File: src/rtl/fp_special_pkg.sv
// rtl/fp_special_pkg.sv - operand class encoding and canonical quiet-NaN constant for the FP add/sub front end
package fp_special_pkg;

    typedef enum logic [2:0] {
        FPC_NORM = 3'd0,
        FPC_ZERO = 3'd1,
        FPC_INF  = 3'd2,
        FPC_QNAN = 3'd3,
        FPC_SNAN = 3'd4,
        FPC_SUBN = 3'd5
    } fp_class_t;

    // Canonical qNaN: sign 0, exponent all ones, only the mantissa MSB set.
    function automatic logic [63:0] qnan(input int exp_w, input int mant_w);
        logic [63:0] w;
        w = ((64'd1 << exp_w) - 64'd1) << mant_w;
        w = w | (64'd1 << (mant_w - 1));
        return w;
    endfunction

endpackage

File: src/rtl/fp_special_classify_if.sv
// rtl/fp_special_classify_if.sv - operand-in / classified-result-out stream bundle
interface fp_special_classify_if
    import fp_special_pkg::*;
#(
    parameter int EXP_W  = 8,
    parameter int MANT_W = 23
);
    localparam int FP_W = 1 + EXP_W + MANT_W;

    logic            in_valid;
    logic            in_ready;
    logic [FP_W-1:0] op_a;
    logic [FP_W-1:0] op_b;
    logic            op_sub;

    logic            out_valid;
    logic            out_ready;
    fp_class_t       class_a;
    fp_class_t       class_b;
    logic            bypass;
    logic [FP_W-1:0] result;
    logic            invalid;

    modport master (
        output in_valid, op_a, op_b, op_sub, out_ready,
        input  in_ready, out_valid, class_a, class_b, bypass, result, invalid
    );

    modport slave (
        input  in_valid, op_a, op_b, op_sub, out_ready,
        output in_ready, out_valid, class_a, class_b, bypass, result, invalid
    );

endinterface

File: src/rtl/fp_operand_classify.sv
// rtl/fp_operand_classify.sv - combinational IEEE-754 class decode of one operand (sign handled by caller)
module fp_operand_classify
    import fp_special_pkg::*;
#(
    parameter int EXP_W  = 8,
    parameter int MANT_W = 23
) (
    input  logic [EXP_W-1:0]  exp_f,
    input  logic [MANT_W-1:0] mant,
    output fp_class_t         cls
);

    always_comb begin
        cls = FPC_NORM;
        if (&exp_f) begin
            if (mant == '0)
                cls = FPC_INF;
            else if (mant[MANT_W-1])
                cls = FPC_QNAN;
            else
                cls = FPC_SNAN;
        end else if (exp_f == '0) begin
            cls = (mant == '0) ? FPC_ZERO : FPC_SUBN;
        end
    end

endmodule

File: src/rtl/fp_special_classify.sv
// rtl/fp_special_classify.sv - two-stage special-case resolver in front of the FP adder/subtracter
module fp_special_classify
    import fp_special_pkg::*;
#(
    parameter int EXP_W  = 8,
    parameter int MANT_W = 23,
    parameter int CNT_W  = 16
) (
    input  logic                 clk,
    input  logic                 rst,
    fp_special_classify_if.slave bus,
    input  logic                 clr_flags,
    output logic                 flag_invalid,
    output logic [CNT_W-1:0]     bypass_cnt
);

    localparam int FP_W = 1 + EXP_W + MANT_W;
    localparam logic [FP_W-1:0] QNAN_W = FP_W'(qnan(EXP_W, MANT_W));

    logic [FP_W-1:0] b_eff;
    fp_class_t       in_cls_a;
    fp_class_t       in_cls_b;

    logic            s1_valid;
    fp_class_t       s1_cls_a;
    fp_class_t       s1_cls_b;
    logic [FP_W-1:0] s1_a;
    logic [FP_W-1:0] s1_b;

    logic            s2_valid;
    fp_class_t       s2_cls_a;
    fp_class_t       s2_cls_b;
    logic            s2_bypass;
    logic [FP_W-1:0] s2_result;
    logic            s2_invalid;

    logic            s2_advance;
    logic            out_hs;

    logic            nx_bypass;
    logic [FP_W-1:0] nx_result;
    logic            nx_invalid;

    // Subtraction is folded into B's sign up front so the rules only ever see an add.
    assign b_eff = {bus.op_b[FP_W-1] ^ bus.op_sub, bus.op_b[FP_W-2:0]};

    fp_operand_classify #(.EXP_W(EXP_W), .MANT_W(MANT_W)) u_cls_a (
        .exp_f (bus.op_a[FP_W-2:MANT_W]),
        .mant  (bus.op_a[MANT_W-1:0]),
        .cls   (in_cls_a)
    );

    fp_operand_classify #(.EXP_W(EXP_W), .MANT_W(MANT_W)) u_cls_b (
        .exp_f (b_eff[FP_W-2:MANT_W]),
        .mant  (b_eff[MANT_W-1:0]),
        .cls   (in_cls_b)
    );

    assign s2_advance   = !s2_valid || bus.out_ready;
    assign bus.in_ready = !s1_valid || s2_advance;
    assign out_hs       = s2_valid && bus.out_ready;

    always_comb begin
        logic sa, sb;
        logic nan_a, nan_b, inf_a, inf_b, zero_a, zero_b;
        sa     = s1_a[FP_W-1];
        sb     = s1_b[FP_W-1];
        nan_a  = (s1_cls_a == FPC_QNAN) || (s1_cls_a == FPC_SNAN);
        nan_b  = (s1_cls_b == FPC_QNAN) || (s1_cls_b == FPC_SNAN);
        inf_a  = (s1_cls_a == FPC_INF);
        inf_b  = (s1_cls_b == FPC_INF);
        zero_a = (s1_cls_a == FPC_ZERO);
        zero_b = (s1_cls_b == FPC_ZERO);

        nx_bypass  = 1'b1;
        nx_result  = '0;
        nx_invalid = 1'b0;
        if (nan_a || nan_b) begin
            nx_result  = QNAN_W;
            nx_invalid = (s1_cls_a == FPC_SNAN) || (s1_cls_b == FPC_SNAN);
        end else if (inf_a && inf_b && (sa != sb)) begin
            nx_result  = QNAN_W;
            nx_invalid = 1'b1;
        end else if (inf_a) begin
            nx_result = s1_a;
        end else if (inf_b) begin
            nx_result = s1_b;
        end else if (zero_a && zero_b) begin
            nx_result[FP_W-1] = sa && sb;
        end else if (zero_a) begin
            nx_result = s1_b;
        end else if (zero_b) begin
            nx_result = s1_a;
        end else begin
            nx_bypass = 1'b0;
        end
    end

    always_ff @(posedge clk or posedge rst) begin
        if (rst) begin
            s1_valid <= 1'b0;
            s1_cls_a <= FPC_NORM;
            s1_cls_b <= FPC_NORM;
            s1_a     <= '0;
            s1_b     <= '0;
        end else if (bus.in_ready) begin
            s1_valid <= bus.in_valid;
            if (bus.in_valid) begin
                s1_cls_a <= in_cls_a;
                s1_cls_b <= in_cls_b;
                s1_a     <= bus.op_a;
                s1_b     <= b_eff;
            end
        end
    end

    always_ff @(posedge clk or posedge rst) begin
        if (rst) begin
            s2_valid   <= 1'b0;
            s2_cls_a   <= FPC_NORM;
            s2_cls_b   <= FPC_NORM;
            s2_bypass  <= 1'b0;
            s2_result  <= '0;
            s2_invalid <= 1'b0;
        end else if (s2_advance) begin
            s2_valid <= s1_valid;
            if (s1_valid) begin
                s2_cls_a   <= s1_cls_a;
                s2_cls_b   <= s1_cls_b;
                s2_bypass  <= nx_bypass;
                s2_result  <= nx_result;
                s2_invalid <= nx_invalid;
            end
        end
    end

    // A clear coinciding with a handshake restarts the statistics from that pair.
    always_ff @(posedge clk or posedge rst) begin
        if (rst) begin
            flag_invalid <= 1'b0;
            bypass_cnt   <= '0;
        end else if (clr_flags) begin
            flag_invalid <= out_hs && s2_invalid;
            bypass_cnt   <= (out_hs && s2_bypass) ? CNT_W'(1) : '0;
        end else if (out_hs) begin
            flag_invalid <= flag_invalid | s2_invalid;
            if (s2_bypass && (bypass_cnt != '1))
                bypass_cnt <= bypass_cnt + CNT_W'(1);
        end
    end

    assign bus.out_valid = s2_valid;
    assign bus.class_a   = s2_cls_a;
    assign bus.class_b   = s2_cls_b;
    assign bus.bypass    = s2_bypass;
    assign bus.result    = s2_result;
    assign bus.invalid   = s2_invalid;

endmodule

File: src/flat_wrapper.sv
// flat-port wrapper written by rule: the top's interface ports become plain ports
module fp_special_classify_flat import fp_special_pkg::*;
#(
    parameter int EXP_W  = 8,
    parameter int MANT_W = 23,
    parameter int CNT_W  = 16
)
  (clk, rst, clr_flags, flag_invalid, bypass_cnt, bus_in_valid, bus_op_a, bus_op_b, bus_op_sub, bus_out_ready, bus_in_ready, bus_out_valid, bus_class_a, bus_class_b, bus_bypass, bus_result, bus_invalid);
  fp_special_classify_if #(.EXP_W(EXP_W), .MANT_W(MANT_W)) bus_i ();
  input  logic clk;
  input  logic rst;
  input  logic clr_flags;
  output logic flag_invalid;
  output logic [CNT_W-1:0] bypass_cnt;
  input wire logic [$bits(bus_i.in_valid)-1:0] bus_in_valid;
  input wire logic [$bits(bus_i.op_a)-1:0] bus_op_a;
  input wire logic [$bits(bus_i.op_b)-1:0] bus_op_b;
  input wire logic [$bits(bus_i.op_sub)-1:0] bus_op_sub;
  input wire logic [$bits(bus_i.out_ready)-1:0] bus_out_ready;
  output wire logic [$bits(bus_i.in_ready)-1:0] bus_in_ready;
  output wire logic [$bits(bus_i.out_valid)-1:0] bus_out_valid;
  output wire logic [$bits(bus_i.class_a)-1:0] bus_class_a;
  output wire logic [$bits(bus_i.class_b)-1:0] bus_class_b;
  output wire logic [$bits(bus_i.bypass)-1:0] bus_bypass;
  output wire logic [$bits(bus_i.result)-1:0] bus_result;
  output wire logic [$bits(bus_i.invalid)-1:0] bus_invalid;
  assign bus_i.in_valid = bus_in_valid;
  assign bus_i.op_a = bus_op_a;
  assign bus_i.op_b = bus_op_b;
  assign bus_i.op_sub = bus_op_sub;
  assign bus_i.out_ready = bus_out_ready;
  assign bus_in_ready = bus_i.in_ready;
  assign bus_out_valid = bus_i.out_valid;
  assign bus_class_a = bus_i.class_a;
  assign bus_class_b = bus_i.class_b;
  assign bus_bypass = bus_i.bypass;
  assign bus_result = bus_i.result;
  assign bus_invalid = bus_i.invalid;
  fp_special_classify #(.EXP_W(EXP_W), .MANT_W(MANT_W), .CNT_W(CNT_W)) u_core (.clk(clk), .rst(rst), .bus(bus_i), .clr_flags(clr_flags), .flag_invalid(flag_invalid), .bypass_cnt(bypass_cnt));
endmodule
File: config.mk
export PLATFORM = sky130hd
export DESIGN_NAME = fp_special_classify_flat
export DESIGN_NICKNAME = d
export VERILOG_FILES = /design/src/rtl/fp_special_pkg.sv /design/src/rtl/fp_special_classify_if.sv /design/src/rtl/fp_operand_classify.sv /design/src/rtl/fp_special_classify.sv /design/src/flat_wrapper.sv
export SDC_FILE = /design/constraint.sdc
export NUM_CORES = 1
export LEC_CHECK = 0
export CAP_MARGIN = 20
export CORE_ASPECT_RATIO = 0.5
export CORE_MARGIN = 2
export CORE_UTILIZATION = 45
export CTS_CLUSTER_SIZE = 30
export DETAILED_ROUTE_END_ITERATION = 8
export GPL_ROUTABILITY_DRIVEN = 0
export PLACE_DENSITY_LB_ADDON = 0.1
export SYNTH_ARGS = -nofsm -noshare
export SYNTH_HDL_FRONTEND = slang
export SYNTH_HIERARCHICAL = 1
export SYNTH_SLANG_ARGS = --single-unit
File: constraint.sdc
create_clock -name clk -period 4.9 [get_ports clk]
set_input_delay 0.49 -clock clk [delete_from_list [all_inputs] [get_ports clk]]
set_output_delay 0.49 -clock clk [all_outputs]
set_load 0.02 [all_outputs]
==> metrics.txt <==
Finish-stage setup viols=0; final antenna-violating net count=0; reg2reg end=u_core/s1_b[18]; setup TNS=0 ns; Layout area overhead=30.9%; Final WS setup=2.24 ns; Layout Nets=between 700 and 800; flop2flop setup slack=2.48 ns; DRC=0; Yosys cell types=52; antenna violations before repair=0; global-route wire length before repair=around 25000 um; FF+latch count, synth=129; fmax=around 380 MHz; crit share post-route=54.2%; Most used DFF post-synth=dfrtp_1; number of global-route vias before repair=4640; Detailed Route Iter0 Violations=384; Final Max Slew Viols=0; Std-Cell Core Area=13600 um2; Clk Latency, worst-skew pair=0.41 ns; kind of critical path=in -> reg; Data required, critical path=just over 5 ns; Post-synth EDFFs=0; GR Overflow Total=0; r2r startpoint=u_core/bus.out_valid; Leak=3.36 nW; pwr dens=337 nW/um2; DRT Wirelength=15700 um; Seq/Total Area, Yosys=between 50 and 60%; Post-CTS Resized=0; area post-placement=7680 um2; max-cap violations=0; first drt pass iteration count=6; HP Start=u_core/bus.class_a[2]; worst hold slack=0.476 ns; final non-filler cell area=approximately 8200 um2; Slew headroom=33.9%; Hold Path Class=reg -> reg; Critical Path Source Type=input port; die height=around 88 um; Clock Pin Slew Worst Setup and Hold Paths=about 0.05 ns; Clock Skews=0.0104 ns; wire length per cell=18.0 um; status=finished clean; async set or reset register ratio after synthesis=100%; worst IR drop on VDD=0.204 mV; worst hold stages=2; Tot GR Track Use=between 20% and 30%; Reg2Reg Depth=4; Rows=30; critical path peak fanout=42; post-layout min period=between 2 and 3 ns; Fin. Hold Viols=0; io pins=roughly 130; fillers=1164; Via Count=4964; Initial Utilization=approximately 46%; CTS sink cnt=129; Clk Tree Root Cell=clkbuf_16; Max clock buf depth=2; Pwr Total=between 2 and 3 mW; Max H-tree Level=4; antenna cells=0; DIE AREA=15000 um2; total CTS buffers=17; Worst setup EP type=flip-flop; Vias/cell=~5.7; die span in x=171 um; TritonCTS clock tree=built; Worst Path Arrival=slightly below 3 ns; setup bufs post-CTS=0; Worst Hold End=u_core/bus.class_a[2]; Netlist Area Pre-Place=6280 um2; mean cell area of the mapped netlist=around 11 um2; worst slack, placed=1.83 ns; cells after synthesis=554; # hold bufs at CTS=0; Synth Warn #=6; fraction of layout cells with a size suffix above 1=about 20%; placed wire-length estimate=10800 um; largest net degree at the start of global routing=55; # port buffers=128; worst slew pin tran=roughly 0.99 ns; Mapped Nets=626; RSZ-0062 raised after global routing=false
## metal layers
metal | routed length, um | track usage, %
met2 | 7480 | 35.3
met4 | 124 | 5.55
met1 | 7210 | 30.0
met5 | 0 | 0
met3 | 926 | 4.74
## critical path: stages
cell	delay [ns]
clkdlybuf4s50_1	0.51
nand3b_1	0.26
nand2_2	0.75
buf_4	0.50
mux2_2	0.39
## synth_stat cells (2+ instances only)
master | n | area [um2]
dfrtp_1 | 129 | 3230
mux2_2 | 69 | 777
nand2_1 | 49 | 184
inv_1 | 24 | 90.1
a21boi_0 | 22 | 165
a41oi_1 | 22 | 193
buf_2 | 21 | 105
o31ai_1 | 21 | 158
o31ai_2 | 20 | 250
nor2_1 | 19 | 71.3
a21oi_1 | 17 | 85.1
nor4_1 | 15 | 93.8
clkbuf_1 | 13 | 48.8
or4_1 | 11 | 82.6
nand3_1 | 10 | 50.1
nand4_1 | 10 | 62.6
a31oi_1 | 9 | 56.3
nand2b_1 | 6 | 37.5
nor3_1 | 5 | 25.0
o21ai_0 | 5 | 25.0
buf_6 | 4 | 45.0
nand3b_1 | 4 | 30.0
nor3b_1 | 4 | 30.0
or3_1 | 4 | 25.0
and2_1 | 3 | 18.8
and3_1 | 3 | 18.8
and4_1 | 3 | 26.3
buf_4 | 3 | 22.5
a32oi_1 | 2 | 17.5
ha_1 | 2 | 25.0
nor2b_1 | 2 | 12.5
o21a_1 | 2 | 15.0
o21ai_1 | 2 | 10.0
## through the flow
step           util (%)  instances
4_1_cts            60.5        872
3_5_place_dp       56.5        844
6_report           60.5        872
5_1_grt            60.5        872
2_1_floorplan         -        554
3_3_place_gp       56.5        844
## how the worst max path moves through the flow
stage	startpoint	to	slack, ns	cells past startpoint
6_report	bus_out_ready	u_core/s1_b[18]	2.24	5
3_3_place_gp	bus_out_ready	u_core/s1_b[5]	1.84	5
5_1_grt	bus_out_ready	u_core/s1_b[18]	2.11	5
4_1_cts	bus_out_ready	u_core/s1_b[18]	2.24	5
2_1_floorplan	rst	u_core/bus.bypass	0.97	1
3_5_place_dp	bus_out_ready	u_core/s1_b[18]	1.83	5
## registers in the layout (all words and copies together) (netlist names)
name / count
u_core/bus.bypass: 1
u_core/bus.result: 32
u_core/s1_valid: 1
u_core/s1_a: 32
u_core/bus.invalid: 1
u_core/s1_cls_b: 3
u_core/bus.out_valid: 1
u_core/flag_invalid: 1
u_core/bus.class_a: 3
u_core/s1_cls_a: 3
u_core/bus.class_b: 3
u_core/bypass_cnt: 16
u_core/s1_b: 32
## layout by cell type, fill, tap and decap left out, types with 6 or more instances in the layout
cell type,synthesis,routed
dfrtp_1,129,129
clkdlybuf4s50_1,0,128
mux2_2,69,69
nand2_1,49,48
inv_1,24,23
a21boi_0,22,22
a41oi_1,22,22
o31ai_1,21,21
o31ai_2,20,20
nor2_1,19,19
clkbuf_16,0,17
a21oi_1,17,17
nor4_1,15,15
or4_1,11,11
buf_4,3,11
nand4_1,10,10
nand3_1,10,10
a31oi_1,9,9
nand2b_1,6,6
## logic make-up (layout without fill, tap and decap cells)
logic type | count (synthesis) | in the layout | share of synthesized area (%)
multiplexers | 70 | 70 | 12.5
adder cells (fa/ha/maj) | 2 | 2 | 0.398
AND/OR/NAND/NOR | 155 | 155 | 13.2
buffers and inverters | 65 | 191 | 4.96
XOR/XNOR | 1 | 1 | 0.139
AO/OA/AOI/OAI | 132 | 132 | 17.4
flip-flops | 129 | 129 | 51.4
## layout make-up
class	instances	area (um2)	area share, %
Clock inverter	7	87.6	1.06
Timing Repair Buffer	139	1360	16.6
Tap cell	192	240	2.92
Inverter	24	92.6	1.13
Clock buffer	21	460	5.60
Multi-Input combinational cell	360	2750	33.5
Sequential cell	129	3230	39.2
## where the power goes
part	internal, mW	switching (mW)
registers	1.16	0.0571
clock network	0.760	0.441
logic	0.179	0.175
total	2.10	0.673
Power figures use the tool's default switching activity.
